$ cat src/rtl/multicycle_ctrl_if.sv
// Control bus between the multi-cycle sequencer and the CPU datapath.
// Carries the decoded instruction fields, the ALU zero flag and the memory
// acks toward the controller, and the strobes, selects and status flags back.
//   master : the controller (multicycle_ctrl)
//   slave  : the datapath / memory side
//   CNT_W  : width of the retired-instruction counter
interface multicycle_ctrl_if #(
    parameter int CNT_W = 32
);
    logic [5:0]       op;
    logic [5:0]       funct;
    logic             zero;
    logic             imem_ack;
    logic             dmem_ack;
    logic             imem_req;
    logic             ir_write;
    logic             pc_write;
    logic [1:0]       pc_src;
    logic             dmem_req;
    logic             dmem_we;
    logic [2:0]       alu_op;
    logic             alu_src_b;
    logic             extsel;
    logic             reg_write;
    logic             reg_dst;
    logic             mem_to_reg;
    logic [2:0]       state;
    logic             halted;
    logic             illegal;
    logic [CNT_W-1:0] retired;

    modport master (
        input  op, funct, zero, imem_ack, dmem_ack,
        output imem_req, ir_write, pc_write, pc_src, dmem_req, dmem_we,
               alu_op, alu_src_b, extsel, reg_write, reg_dst, mem_to_reg,
               state, halted, illegal, retired
    );

    modport slave (
        output op, funct, zero, imem_ack, dmem_ack,
        input  imem_req, ir_write, pc_write, pc_src, dmem_req, dmem_we,
               alu_op, alu_src_b, extsel, reg_write, reg_dst, mem_to_reg,
               state, halted, illegal, retired
    );
endinterface

$ cat src/rtl/multicycle_ctrl.sv
// Multi-cycle control FSM for the MIPS-subset CPU.
// Sequences IF -> ID -> EXE -> MEM -> WB over the shared datapath, runs the
// req/ack handshakes with instruction and data memory and counts retired
// instructions.
// Ports:
//   clk   : system clock, rising edge
//   rst_n : asynchronous active-low reset
//   bus   : multicycle_ctrl_if.master (instruction fields, zero flag, memory
//           acks in; strobes, selects, state, halted, illegal, retired out)
module multicycle_ctrl #(
    parameter int CNT_W = 32
) (
    input  logic              clk,
    input  logic              rst_n,
    multicycle_ctrl_if.master bus
);

    typedef enum logic [2:0] {
        S_IF   = 3'd0,
        S_ID   = 3'd1,
        S_EXE  = 3'd2,
        S_MEM  = 3'd3,
        S_WB   = 3'd4,
        S_HALT = 3'd5
    } state_t;

    // Instruction class; R-type is split by funct so EXE needs no IR fields.
    typedef enum logic [3:0] {
        C_NONE = 4'd0,
        C_ADD, C_SUB, C_AND, C_OR, C_SLT,
        C_ADDI, C_ANDI, C_ORI, C_LW, C_SW, C_BEQ, C_J, C_HALT, C_ILL
    } cls_t;

    state_t           state_q, state_d;
    cls_t             cls_q, dec_cls;
    logic             extsel_q;
    logic             illegal_q;
    logic [CNT_W-1:0] retired_q;
    logic             retire;
    logic             set_illegal;

    // Combinational decode of the IR fields; only consumed in ID.
    always_comb begin
        dec_cls = C_ILL;
        case (bus.op)
            6'b000000: begin
                case (bus.funct)
                    6'b100000: dec_cls = C_ADD;
                    6'b100010: dec_cls = C_SUB;
                    6'b100100: dec_cls = C_AND;
                    6'b100101: dec_cls = C_OR;
                    6'b101010: dec_cls = C_SLT;
                    default:   dec_cls = C_ILL;
                endcase
            end
            6'b001000: dec_cls = C_ADDI;
            6'b001100: dec_cls = C_ANDI;
            6'b001101: dec_cls = C_ORI;
            6'b100011: dec_cls = C_LW;
            6'b101011: dec_cls = C_SW;
            6'b000100: dec_cls = C_BEQ;
            6'b000010: dec_cls = C_J;
            6'b111111: dec_cls = C_HALT;
            default:   dec_cls = C_ILL;
        endcase
    end

    // Next-state and retire decision.
    always_comb begin
        state_d     = state_q;
        retire      = 1'b0;
        set_illegal = 1'b0;
        case (state_q)
            S_IF: begin
                if (bus.imem_ack) state_d = S_ID;
            end
            S_ID: begin
                case (dec_cls)
                    C_J: begin
                        state_d = S_IF;
                        retire  = 1'b1;
                    end
                    C_HALT: state_d = S_HALT;
                    C_ILL: begin
                        state_d     = S_HALT;
                        set_illegal = 1'b1;
                    end
                    default: state_d = S_EXE;
                endcase
            end
            S_EXE: begin
                case (cls_q)
                    C_BEQ: begin
                        state_d = S_IF;
                        retire  = 1'b1;
                    end
                    C_LW, C_SW: state_d = S_MEM;
                    default:    state_d = S_WB;
                endcase
            end
            S_MEM: begin
                if (bus.dmem_ack) begin
                    if (cls_q == C_SW) begin
                        state_d = S_IF;
                        retire  = 1'b1;
                    end else begin
                        state_d = S_WB;
                    end
                end
            end
            S_WB: begin
                state_d = S_IF;
                retire  = 1'b1;
            end
            S_HALT:  state_d = S_HALT;
            default: state_d = S_IF;
        endcase
    end

    always_ff @(posedge clk or negedge rst_n) begin
        if (!rst_n) begin
            state_q   <= S_IF;
            cls_q     <= C_NONE;
            extsel_q  <= 1'b0;
            illegal_q <= 1'b0;
            retired_q <= '0;
        end else begin
            state_q <= state_d;
            if (state_q == S_ID) begin
                cls_q    <= dec_cls;
                extsel_q <= (dec_cls == C_ADDI) || (dec_cls == C_LW) ||
                            (dec_cls == C_SW)   || (dec_cls == C_BEQ);
            end
            if (set_illegal) illegal_q <= 1'b1;
            if (retire)      retired_q <= retired_q + 1'b1;
        end
    end

    // Strobes are gated by rst_n so a reset asserted mid-handshake drops
    // outstanding requests in the same instant, not at the next edge.
    always_comb begin
        bus.imem_req   = 1'b0;
        bus.ir_write   = 1'b0;
        bus.pc_write   = 1'b0;
        bus.pc_src     = 2'b00;
        bus.dmem_req   = 1'b0;
        bus.dmem_we    = 1'b0;
        bus.alu_op     = 3'b000;
        bus.alu_src_b  = 1'b0;
        bus.reg_write  = 1'b0;
        bus.reg_dst    = 1'b0;
        bus.mem_to_reg = 1'b0;
        bus.halted     = 1'b0;
        if (rst_n) begin
            case (state_q)
                S_IF: begin
                    bus.imem_req = 1'b1;
                    bus.ir_write = bus.imem_ack;
                    bus.pc_write = bus.imem_ack;
                end
                S_ID: begin
                    if (dec_cls == C_J) begin
                        bus.pc_write = 1'b1;
                        bus.pc_src   = 2'b10;
                    end
                end
                S_EXE: begin
                    case (cls_q)
                        C_SUB:              bus.alu_op = 3'b001;
                        C_AND, C_ANDI:      bus.alu_op = 3'b010;
                        C_OR, C_ORI:        bus.alu_op = 3'b011;
                        C_SLT:              bus.alu_op = 3'b100;
                        C_BEQ: begin
                            bus.alu_op   = 3'b001;
                            bus.pc_write = bus.zero;
                            bus.pc_src   = 2'b01;
                        end
                        default:            bus.alu_op = 3'b000;
                    endcase
                    bus.alu_src_b = (cls_q == C_ADDI) || (cls_q == C_ANDI) ||
                                    (cls_q == C_ORI)  || (cls_q == C_LW)   ||
                                    (cls_q == C_SW);
                end
                S_MEM: begin
                    bus.dmem_req = 1'b1;
                    bus.dmem_we  = (cls_q == C_SW);
                end
                S_WB: begin
                    bus.reg_write  = 1'b1;
                    bus.reg_dst    = (cls_q == C_ADD) || (cls_q == C_SUB) ||
                                     (cls_q == C_AND) || (cls_q == C_OR)  ||
                                     (cls_q == C_SLT);
                    bus.mem_to_reg = (cls_q == C_LW);
                end
                S_HALT:  bus.halted = 1'b1;
                default: ;
            endcase
        end
    end

    assign bus.state   = state_q;
    assign bus.extsel  = extsel_q;
    assign bus.illegal = illegal_q;
    assign bus.retired = retired_q;

endmodule

$ cat src/flat_wrapper.sv
// flat-port wrapper written by rule: the top's interface ports become plain ports
module multicycle_ctrl_flat 
#(
    parameter int CNT_W = 32
)
  (clk, rst_n, bus_op, bus_funct, bus_zero, bus_imem_ack, bus_dmem_ack, bus_imem_req, bus_ir_write, bus_pc_write, bus_pc_src, bus_dmem_req, bus_dmem_we, bus_alu_op, bus_alu_src_b, bus_extsel, bus_reg_write, bus_reg_dst, bus_mem_to_reg, bus_state, bus_halted, bus_illegal, bus_retired);
  multicycle_ctrl_if #(.CNT_W(CNT_W)) bus_i ();
  input  logic clk;
  input  logic rst_n;
  input wire logic [$bits(bus_i.op)-1:0] bus_op;
  input wire logic [$bits(bus_i.funct)-1:0] bus_funct;
  input wire logic [$bits(bus_i.zero)-1:0] bus_zero;
  input wire logic [$bits(bus_i.imem_ack)-1:0] bus_imem_ack;
  input wire logic [$bits(bus_i.dmem_ack)-1:0] bus_dmem_ack;
  output wire logic [$bits(bus_i.imem_req)-1:0] bus_imem_req;
  output wire logic [$bits(bus_i.ir_write)-1:0] bus_ir_write;
  output wire logic [$bits(bus_i.pc_write)-1:0] bus_pc_write;
  output wire logic [$bits(bus_i.pc_src)-1:0] bus_pc_src;
  output wire logic [$bits(bus_i.dmem_req)-1:0] bus_dmem_req;
  output wire logic [$bits(bus_i.dmem_we)-1:0] bus_dmem_we;
  output wire logic [$bits(bus_i.alu_op)-1:0] bus_alu_op;
  output wire logic [$bits(bus_i.alu_src_b)-1:0] bus_alu_src_b;
  output wire logic [$bits(bus_i.extsel)-1:0] bus_extsel;
  output wire logic [$bits(bus_i.reg_write)-1:0] bus_reg_write;
  output wire logic [$bits(bus_i.reg_dst)-1:0] bus_reg_dst;
  output wire logic [$bits(bus_i.mem_to_reg)-1:0] bus_mem_to_reg;
  output wire logic [$bits(bus_i.state)-1:0] bus_state;
  output wire logic [$bits(bus_i.halted)-1:0] bus_halted;
  output wire logic [$bits(bus_i.illegal)-1:0] bus_illegal;
  output wire logic [$bits(bus_i.retired)-1:0] bus_retired;
  assign bus_i.op = bus_op;
  assign bus_i.funct = bus_funct;
  assign bus_i.zero = bus_zero;
  assign bus_i.imem_ack = bus_imem_ack;
  assign bus_i.dmem_ack = bus_dmem_ack;
  assign bus_imem_req = bus_i.imem_req;
  assign bus_ir_write = bus_i.ir_write;
  assign bus_pc_write = bus_i.pc_write;
  assign bus_pc_src = bus_i.pc_src;
  assign bus_dmem_req = bus_i.dmem_req;
  assign bus_dmem_we = bus_i.dmem_we;
  assign bus_alu_op = bus_i.alu_op;
  assign bus_alu_src_b = bus_i.alu_src_b;
  assign bus_extsel = bus_i.extsel;
  assign bus_reg_write = bus_i.reg_write;
  assign bus_reg_dst = bus_i.reg_dst;
  assign bus_mem_to_reg = bus_i.mem_to_reg;
  assign bus_state = bus_i.state;
  assign bus_halted = bus_i.halted;
  assign bus_illegal = bus_i.illegal;
  assign bus_retired = bus_i.retired;
  multicycle_ctrl #(.CNT_W(CNT_W)) u_core (.clk(clk), .rst_n(rst_n), .bus(bus_i));
endmodule
$ cat config.mk
export PLATFORM = sky130hd
export DESIGN_NAME = multicycle_ctrl_flat
export DESIGN_NICKNAME = d
export VERILOG_FILES = /design/src/rtl/multicycle_ctrl_if.sv /design/src/rtl/multicycle_ctrl.sv /design/src/flat_wrapper.sv
export SDC_FILE = /design/constraint.sdc
export NUM_CORES = 1
export LEC_CHECK = 0
export BUFFER_PORTS_ARGS = -buffer_cell sky130_fd_sc_hd__buf_2
export CAP_MARGIN = 20
export CORE_MARGIN = 2
export CORE_UTILIZATION = 40
export DETAILED_ROUTE_END_ITERATION = 8
export HOLD_SLACK_MARGIN = 0.06
export PLACE_DENSITY_LB_ADDON = 0.15
export SYNTH_ARGS = -nofsm -noshare
export SYNTH_HDL_FRONTEND = slang
export SYNTH_SLANG_ARGS = --single-unit
$ cat constraint.sdc
create_clock -name clk -period 3.3 [get_ports clk]
set_input_delay 0.495 -clock clk [delete_from_list [all_inputs] [get_ports clk]]
set_output_delay 0.495 -clock clk [all_outputs]
set_load 0.005 [all_outputs]
==> impl_results.md, run 1 <==
* GRT Total Usage at approximately 18%
* Post-route ant nets at 0
* Gp weighted congestion at between 0.8 and 0.9
* Final Cycle Share at between 70% and 80%
* Max_cap viols at 0
* Fmax at 379 MHz
* Full die area at 7140 sq um
* Number of buffers created by CTS at 5
* Deepest clock path buffer count at 2
* Min Tclk post-route at ~2.6 ns
* DR vias/cell at 5.56
* Mapped Avg Cell Area at roughly 9.4 sq um
* Synth area leaders: dfrtp_1 40%, xnor2_1 10%, nand4_1 5.1%, and3_1 3.1%, nand2_1 2.9%
* Number of failing hold endpoints at the final stage at 0
* Status: finished, final reports clean
* Die Ht at 84.5 um
* Peak VDD IR at 0.000304 V
* Initial DRT Pass Iterations at 4
* Clk root buf: clkbuf_8
* Core area at 6310 sq um
* Worst Max-Slew Pin Slew at about 0.80 ns
* Final core occ at 49.0%
* Worst hold path class: flop to flop
* Layout area overhead at 19.3%
* Skew final at 0.0102 ns
* Initial antenna violation count at 0
* Starting Density at between 40 and 50%
* Cell Area, Synth at approximately 2600 sq um
* First-pass GRT wire length at 10.6 mm
* Diode count at 0
* HPWL Detailed at 4.37 mm
* Drt initial violations at 155
* Main synth FF type: dfrtp_1
* Critical Path RT at 2.80 ns
* Worst Setup Start Kind: input port
* Port Buf Inserts at a little under 70
* Synth async-reset ratio at 100%
* Hold slack at 0.473 ns
* Die W at around 84 um
* Total wire length at 6.23 mm
* Number of enable flip-flop cells after synthesis at 0
* Count of nets after finishing at 356
* CP Max Fanout at 10
* Seq/Total Area, Yosys at 39.6%
* #FFs+latches synth at 41
* Area of the multi-input gates at approximately 1500 sq um
* Post_cts resized at 0
* Max Slew Vio Count at 0
* Fraction of layout cells with a size suffix above 1 at a little over a quarter
* Fillers at around 640
* Count of cell types in the netlist at 57
* Clock transition at path regs at 0.08 ns
* Vias in the first global route at 2157
* FF+latch area at 1030 sq um
* Clk Latency, worst-skew pair at 0.29 ns
* DR vias at 2313
* RSZ-0062 raised after global routing: false
* Worst Setup End Kind: output pin
* Gr ovfl total at 0
* Routed wire per std cell at 15.0 um
* CTS tree: done
* Leading area contributor after synthesis: dfrtp_1
* Max_slew headroom at 45.1%
* Gate count of the mapped netlist at 275
* Syn Nets at between 200 and 300
* Leak pwr at 1.40 nW
* I/O Pins at 69
* CTS Sinks at slightly above 40
* Final Setup Violations at 0
* Synth top area share at 39.6%
* Max H-tree Level at 2
* Critical path class: input port to output pin
* Largest net degree at the start of global routing at 40
* DRC viols at 0
* Total Negative Setup Slacks at 0 ns
* Power per Cell Area at 574 nW/um^2
* Data arrival time of the worst path at 2.14 ns
* Std-Cell Rows at 29
* Yosys warns at 0
registers in the layout, summed over array words and instances (netlist names):
register and cells:
u_core.bus.illegal 1, u_core.cls_q 4, u_core.bus.retired 32, u_core.bus.state 3, u_core.bus.extsel 1
cell usage after synthesis (2+ instances only):
cell,n
dfrtp_1,41
a22o_1,2
or3_1,2
inv_1,3
xor2_1,4
a2111oi_0,2
nand3b_1,3
nand4b_1,3
nand4_1,21
and3_1,13
clkbuf_1,7
nor4_1,4
buf_2,5
a211o_1,2
o22ai_1,2
o21ai_0,7
nor4b_2,2
nor3_1,3
xnor2_1,30
nand3_1,15
nor2b_1,10
nor2_1,16
nor3b_1,2
a21oi_1,6
o211ai_1,2
nor4b_1,3
and4_1,4
nand2_1,20
or2_2,2
buf_6,2
and3b_1,2
nand2b_1,5
and2_1,5
or4_4,2
where the power goes:
part           internal, W  switching (W)  total (W)
sequential        0.000582       0.000155   0.000737
clock             0.000247       0.000172   0.000419
combinational     0.000268       0.000352   0.000620
cells by family (layout without fill, tap and decap cells):
group           after synthesis  after routing  synth area share, %
fa+ha+maj                     1              1                0.483
xor+xnor                     34             34                 11.5
flops                        41             41                 39.6
mux                           2              2                0.821
simple gates                144            144                 33.8
compound gates               35             35                 10.3
buf+inv                      18             82                 3.43
stage by stage:
stage | std cells | total power [W] | area (sq um) | setup WS, ns
CTS | 416 | 0.00179 | 3090 | 0.644
detailed placement | 407 | 0.00136 | 2970 | 0.649
global route | 416 | 0.00190 | 3090 | 0.528
floorplan | 275 | 0.00116 | 2590 | 1.05
global placement | 407 | 0.00135 | 2970 | 0.654
finish | 416 | 0.00178 | 3090 | 0.664
per-layer routing:
layer	GRT usage, %	vias up	part of all wire (%)
met5	0	-	0
met4	4.76	0	0.98
met3	4.23	6	5.7
met2	26.1	63	43
met1	27.0	1108	50
li1	-	1136	-
layout make-up:
cell class,count,share of cell area (%)
Multi-Input combinational cell,216,47.8
Sequential cell,41,33.2
Timing Repair Buffer,71,11.8
Tap cell,77,3.12
Clock buffer,7,2.79
Clock inverter,1,0.971
Inverter,3,0.364
worst paths after layout:
kind	startpoint	end	slack, ns	cells after the start
worst min-delay path	u_core.bus.retired[31]$_DFFE_PN0P_	u_core.bus.retired[31]$_DFFE_PN0P_	0.47	1
worst max register to register	u_core.bus.state[0]$_DFFE_PN0P_	u_core.bus.retired[29]$_DFFE_PN0P_	1.09	6
max in group asynchronous	rst_n	u_core.bus.retired[19]$_DFFE_PN0P_	2.00	3
min in group asynchronous	rst_n	u_core.bus.retired[31]$_DFFE_PN0P_	0.56	2
worst max-delay path	bus_op[3]	bus_pc_write	0.66	7
worst min register to register	u_core.bus.retired[31]$_DFFE_PN0P_	u_core.bus.retired[31]$_DFFE_PN0P_	0.47	1
critical path, stage by stage:
cell     delay (ns)
buf_2          0.15
or4_4          0.56
nor3b_1        0.37
mux2i_1        0.15
o22ai_1        0.15
and3b_1        0.17
buf_2          0.10
repair_timing:
action / 4_1_cts / 5_1_grt
hold buffers: 1 / 0
setup buffers: 0 / 0
hold endpoints to repair: 2 / 0
placed cells by master, fill, tap and decap left out, types with 3 or more instances in the layout:
cell type	count
nor3_1	3
nor4_1	4
and3_1	13
and2_1	5
and4_1	4
a21oi_1	6
nand3b_1	3
nand2b_1	5
dfrtp_1	41
nor2b_1	10
nand4_1	21
xor2_1	4
nor2_1	16
xnor2_1	30
o21ai_0	7
nand3_1	15
inv_1	3
clkbuf_8	6
nor4b_1	3
nand2_1	20
nand4b_1	3
buf_2	68
(Power assumes the default switching activity.)
==> inputs of run 2 (changes only) <==
ABC_AREA = 1   (was not set)
clock period = 2.4 ns   (was 3.3 ns; I/O delays follow)
==> run 2 against run 1 <==
Sequential power increased by 23%. Hold slack got worse by 0.33 ns. Via count increased by 8.7%.
==> impl_results.md, run 2 <==
* Power per Cell Area at roughly 680 nW/um^2
* Max FFs per register at 32
* CTS tree: done
* DR vias/cell at 4.96
* Critical path class: flop to flop
* Yosys warns at 0
* Worst Max-Slew Pin Slew at a little over 0.5 ns
* Adder-Cell Fraction of Synth Area at less than 1%
* Gp weighted congestion at ~0.87
* Vias in the first global route at about 2.3k
* Max_cap viols at 0
* Die Ht at 85.2 um
* Skew final at 0.00660 ns
* Fraction of layout cells with a size suffix above 1 at about a quarter
* Compound-Gate Fraction of Synth Area at 6.02%
* Number of enable flip-flop cells after synthesis at 0
* Max_slew headroom at approximately 65%
* Commonest cells in the netlist: 72 x nand2_1, 55 x nor2_1, 42 x inv_1
* CTS Sinks at 41
* Mux cell area share after synthesis at 0%
* Most frequent cells in the layout: 72 x nand2_1, 68 x buf_2, 55 x nor2_1
* Largest net degree at the start of global routing at 43
* DR vias at 2515
* Worst hold path class: input port to asynchronous set/reset pin
* Critical Path RT at approximately 2.6 ns
* Net Sw Power at 0.000832 W
* Clock transition at path regs at 0.08 ns
* Data arrival time of the worst path at 2.13 ns
* Leading area contributor after synthesis: dfrtp_1
* I/O Pins at 69
* First-pass GRT wire length at approximately 10 mm
* Leak pwr at about 1.5 nW
* Gr ovfl total at 0
* Cell internal pwr at around 0.0013 W
* Combinational fraction of design power at a little over a third
* Worst Setup Start Kind: flop
* DRC viols at 0
* HPWL Detailed at between 4 and 5 mm
* Final Setup Violations at 0
* Synth area leaders: dfrtp_1 39%, nand2_1 10%, nor2_1 7.8%, inv_1 6.0%, xnor2_1 5.6%
* Clk Latency, worst-skew pair at 0.29 ns
* Post-Synth Simple-Gate Area at 36.7%
* Status: finished, final reports clean
* #FFs+latches synth at 41
* Most common cell after layout, fill and taps aside: nand2_1
* Max Slew Vio Count at 0
* Crit-path max cell delay at between 0.4 and 0.5 ns
* Synth async-reset ratio at 100%
* Sw frac at 38.5%
* Total Negative Setup Slacks at 0 ns
* Cell Chain, Critical Path: ha_1 -> inv_1 -> nor2_2 -> nand4_1 -> nor3_1 -> nand4_1 -> xnor2_1
* Routed wire per std cell at roughly 12 um
* Layout area overhead at 20.3%
* Starting Density at roughly 42%
* Fmax at 512 MHz
* Synth top area share at around two fifths
* Drt initial violations at 127
* Number of buffers created by CTS at 5
* GRT Total Usage at 17.6%
* Die W at 85.2 um
* Synth Area in XOR/XNOR at 9.96%
* Mapped Avg Cell Area at 7.45 sq um
* Deepest clock path buffer count at 2
* Peak VDD IR at 0.000304 V
* Clk root buf: clkbuf_8
* Overall power at 0.00216 W
* CP dominant cell by count: nand4_1
* Cell with the most instances after synthesis: nand2_1
* CP max stage cell: dfrtp_1
* Initial DRT Pass Iterations at 4
* Port Buf Inserts at 68
* Full die area at 7260 sq um
* Clk pwr share at 22.6%
* Cell Area, Synth at 2640 sq um
* Final Cycle Share at around 80%
* Combinational family with the most area after synthesis: simple AND/OR/NAND/NOR gates
* Setup Buffers After CTS at 0
* Seq/Total Area, Yosys at 38.9%
* RSZ-0062 raised after global routing: false
* Worst Setup End Kind: flop
* Diode count at 0
* Syn Nets at 372
* Count of cell types in the netlist at 34
* CP Max Fanout at 5
* Sequential share of power at roughly two fifths
* Gate count of the mapped netlist at 354
* Number of failing hold endpoints at the final stage at 0
* Core area at ~6300 sq um
* Std-Cell Rows at 29
* Max H-tree Level at 2
* Post_cts resized at 0
* Total wire length at 6.11 mm
* Main synth FF type: dfrtp_1
* Initial antenna violation count at 0
* Hold bufs inserted after CTS at 0
* Min Tclk post-route at 1.95 ns
* Count of nets after finishing at 447
* Post-route ant nets at 0
==> run 2: cell count changes in the layout (fill, tap and decap cells not counted), sizes merged, moves of 5 or more <==
| cell | change |
|---|---|
| and3 | -13 |
| inv | +42 |
| xnor2 | -13 |
| nand3 | +11 |
| nand2b | -5 |
| o21ai | +8 |
| nor3 | +10 |
| nor2b | -9 |
| nor2 | +47 |
| nor4b | -5 |
| nand2 | +53 |
| xor2 | +9 |
==> run 2: through the flow <==
stage	hold WS, ns	instances	instance area, sq um	util, %	worst slack, ns
finish	0.146	507	3170	50.0	0.448
global route	0.197	507	3170	50.0	0.187
CTS	0.163	507	3170	50.0	0.428
detailed placement	0.470	499	3070	48.4	0.433
global placement	0.459	499	3070	48.4	0.461
floorplan	0.0644	354	2640	-	0.763
==> run 2: layout make-up <==
cell class                      instances  area [sq um]
Timing Repair Buffer                   72           370
Multi-Input combinational cell        262          1400
Sequential cell                        41          1030
Fill cell                             650          3180
Clock inverter                          1          5.00
Clock buffer                            7          96.3
Tap cell                               77          96.3
Inverter                               47           176
==> run 2: kinds of logic after synthesis <==
| group | after synthesis |
|---|---|
| compound gates | 28 |
| xor+xnor | 30 |
| fa+ha+maj | 1 |
| buf+inv | 51 |
| flops | 41 |
| simple gates | 203 |
==> run 2: power groups by stage <==
stage | registers, W | clock network [W] | logic (W)
2_1_floorplan | 0.000907 | 0 | 0.000540
3_3_place_gp | 0.000917 | 0 | 0.000767
3_5_place_dp | 0.000922 | 0 | 0.000768
4_1_cts | 0.000906 | 0.000506 | 0.000774
5_1_grt | 0.000926 | 0.000539 | 0.000892
6_report | 0.000906 | 0.000489 | 0.000768
==> run 2: routing by layer <==
| metal | GRT usage [%] | share of wire (%) |
|---|---|---|
| met1 | 25.5 | 50 |
| met2 | 27.3 | 44 |
| met3 | 3.60 | 4.6 |
| met4 | 3.90 | 1.0 |
| met5 | 0 | 0 |
==> run 2: worst max-delay path: cells and delay by family, from the launching register on <==
family	cells	cell delay (ns)
adders and majority gates	1	0.20
and+or+nand+nor	4	0.97
xor gates and xnor gates	1	0.16
buffers and inverters	1	0.06
DFF	1	0.45
==> run 2: worst paths after layout <==
path,slack [ns],cells past startpoint,start,to
max,0.45,7,u_core.bus.retired[0]$_DFFE_PN0P_,u_core.bus.retired[30]$_DFFE_PN0P_
min,0.15,2,rst_n,u_core.bus.state[1]$_DFFE_PN0P_
max reg2reg,0.45,7,u_core.bus.retired[0]$_DFFE_PN0P_,u_core.bus.retired[30]$_DFFE_PN0P_
min reg2reg,0.47,1,u_core.bus.retired[31]$_DFFE_PN0P_,u_core.bus.retired[31]$_DFFE_PN0P_
max in group asynchronous,1.90,2,rst_n,u_core.bus.retired[0]$_DFFE_PN0P_
min in group clk,0.37,3,bus_dmem_ack,u_core.bus.state[0]$_DFFE_PN0P_
==> inputs of run 3 (changes only) <==
clock period = 1.7 ns   (was 2.4 ns; I/O delays follow)
==> run 3 against run 2 <==
The flow now finishes with violations (negative setup slack). Sequential power up 39%. Clock-buffer cell count unchanged. Register-to-register slack worse by 0.55 ns. Total power up 92%. Combinational power grew to 2.7 times the previous value. Sequential cell count stayed put. Clock skew increased by 0.0028 ns. Hold slack worse by 0.096 ns. Sequential share of layout area fell by 6.4 points. Via count up 9.8%. First-iteration DRC count is 5.5% lower. Global-route usage is 0.91 points higher.
==> impl_results.md, run 3 (synthesis gave the netlist of run 2 again) <==
* DRC viols at 0
* Clock transition at path regs at 0.08 ns
* CTS Sinks at 41
* Fmax at 545 MHz
* Skew final at 0.00942 ns
* Critical Path RT at 1.44 ns
* Total Negative Setup Slacks at -1.69 ns
* Clk Latency, worst-skew pair at 0.29 ns
* Worst hold path class: input port to asynchronous set/reset pin
* Most frequent cells in the layout: 68 x buf_2, 58 x nand2_1, 43 x nor2_1
* Post-Layout Cell Count at 547
* Max_slew headroom at 65.2%
* FF-to-FF path depth at 10
* Worst r2r src: u_core.bus.state[1]$_DFFE_PN0P_
* Largest net degree at the start of global routing at 42
* Power per Cell Area at 1050 nW/um^2
* Post-route ant nets at 0
* Deepest clock path buffer count at 2
* Die W at 85.2 um
* Status: complete, but fails checks
* Hold slack at 0.0498 ns
* Final Setup Violations at 36
* CTS tree: done
* Most common cell after layout, fill and taps aside: buf_2
* Leak pwr at 1.96 nW
* FF+latch area at ~1000 sq um
* Number of failing hold endpoints at the final stage at 0
* Std-Cell Rows at 29
* Hold bufs inserted after CTS at 0
* Fillers at 554
* Max H-tree Level at 2
* GRT Total Usage at 18.5%
* Peak VDD IR at around 0.00065 V
* Worst R2R Setup Slack at -0.10 ns
* Data arrival time of the worst path at 1.58 ns
* Die Ht at around 85 um
* Final worst setup slack at -0.135 ns
* Final core occ at between 60% and 70%
* I/O Pins at 69
* Routed wire per std cell at 13.1 um
* Max FFs per register at 32
* Number of buffers created by CTS at 5
* Max Slew Vio Count at 0
* Min Tclk post-route at approximately 1.8 ns
* Worst Setup End Kind: output pin
* Gp weighted congestion at 0.871
* Count of nets after finishing at 487
* Core area at roughly 6300 sq um
* Violated checks: negative setup slack
* Inst Count DP at 524
* Drt initial violations at 120
* Worst Max-Slew Pin Slew at 0.522 ns
* FF-to-FF End: u_core.bus.retired[19]$_DFFE_PN0P_
* Dpl ws at 0.0248 ns
* DR vias at 2761
* Initial antenna violation count at 0
* Worst Setup Start Kind: flop
* Starting Density at 41.5%
* DR vias/cell at 5.05
* CP Max Fanout at 2
* Total wire length at just over 7 mm
* Final Cycle Share at 108%
* Clk root buf: clkbuf_8
* Initial DRT Pass Iterations at 4
* Critical path class: flop to output pin
* First-pass GRT wire length at 11.1 mm
* Area of the multi-input gates at 1790 sq um
* RSZ-0062 raised after global routing: true
* HPWL Detailed at 5.07 mm
* Layout area overhead at 50.3%
* Vias in the first global route at 2441
* Diode count at 0
* Fraction of layout cells with a size suffix above 1 at a little over two fifths
* Gr ovfl total at 0
* Port Buf Inserts at 68
* Max_cap viols at 0
* Full die area at 7260 sq um
==> run 3: worst max-delay path: stages (launching register included) <==
cell and delay (ns):
dfrtp_1 0.39, inv_2 0.07, nand2_2 0.05, nor2_2 0.09, buf_4 0.13, nand4_1 0.14, buf_4 0.19, nand3_2 0.05
nand2_1 0.04, inv_1 0.04, buf_2 0.10
==> run 3: report_power, final <==
group	leakage (nW)	internal, W	switching (W)
logic	1.40	0.000938	0.00115
clock network	0.0585	0.000479	0.000327
registers	0.498	0.00112	0.000137
total	1.96	0.00254	0.00161
==> run 3: worst max-delay path by stage <==
| stage | start | to |
|---|---|---|
| after global placement | bus_funct[4] | u_core.bus.state[0]$_DFFE_PN0P_ |
| after CTS | u_core.bus.state[1]$_DFFE_PN0P_ | bus_pc_write |
| after global routing | u_core.bus.state[1]$_DFFE_PN0P_ | bus_pc_write |
| after detailed placement | bus_op[3] | u_core.bus.state[0]$_DFFE_PN0P_ |
| final | u_core.bus.state[1]$_DFFE_PN0P_ | bus_pc_write |
| after floorplan | u_core.bus.retired[0]$_DFFE_PN0P_ | u_core.bus.retired[28]$_DFFE_PN0P_ |
==> run 3: what timing repair did <==
action / CTS / global route
pin swaps: 1 / 26
resized for setup: 21 / 93
setup endpoints to repair: 11 / 47
gates cloned: 0 / 3
setup buffers: 5 / 7
==> run 3: layer usage <==
metal / vias up / GRT usage [%] / routed length [um]
li1: 1382 / - / -
met1: 1309 / 26.7 / 3350
met2: 60 / 29.0 / 3430
met3: 10 / 3.40 / 310
met4: 0 / 4.18 / 95
met5: - / 0 / 0
==> run 3: area by class of cell <==
| cell class | instances | share of cell area (%) |
|---|---|---|
| multi-input combinational | 262 | 45.1 |
| sequential | 41 | 26.0 |
| timing repair buffer | 111 | 18.7 |
| inverter | 47 | 4.64 |
| tap | 77 | 2.43 |
| clock buffer | 7 | 2.18 |
| clock inverter | 1 | 0.758 |
| timing repair inverter | 1 | 0.221 |
==> run 3: stage by stage <==
| stage | instance area, sq um | power [W] |
|---|---|---|
| 2_1_floorplan | 2640 | 0.00204 |
| 3_3_place_gp | 3260 | 0.00257 |
| 3_5_place_dp | 3260 | 0.00258 |
| 4_1_cts | 3480 | 0.00358 |
| 5_1_grt | 3960 | 0.00443 |
| 6_report | 3960 | 0.00415 |
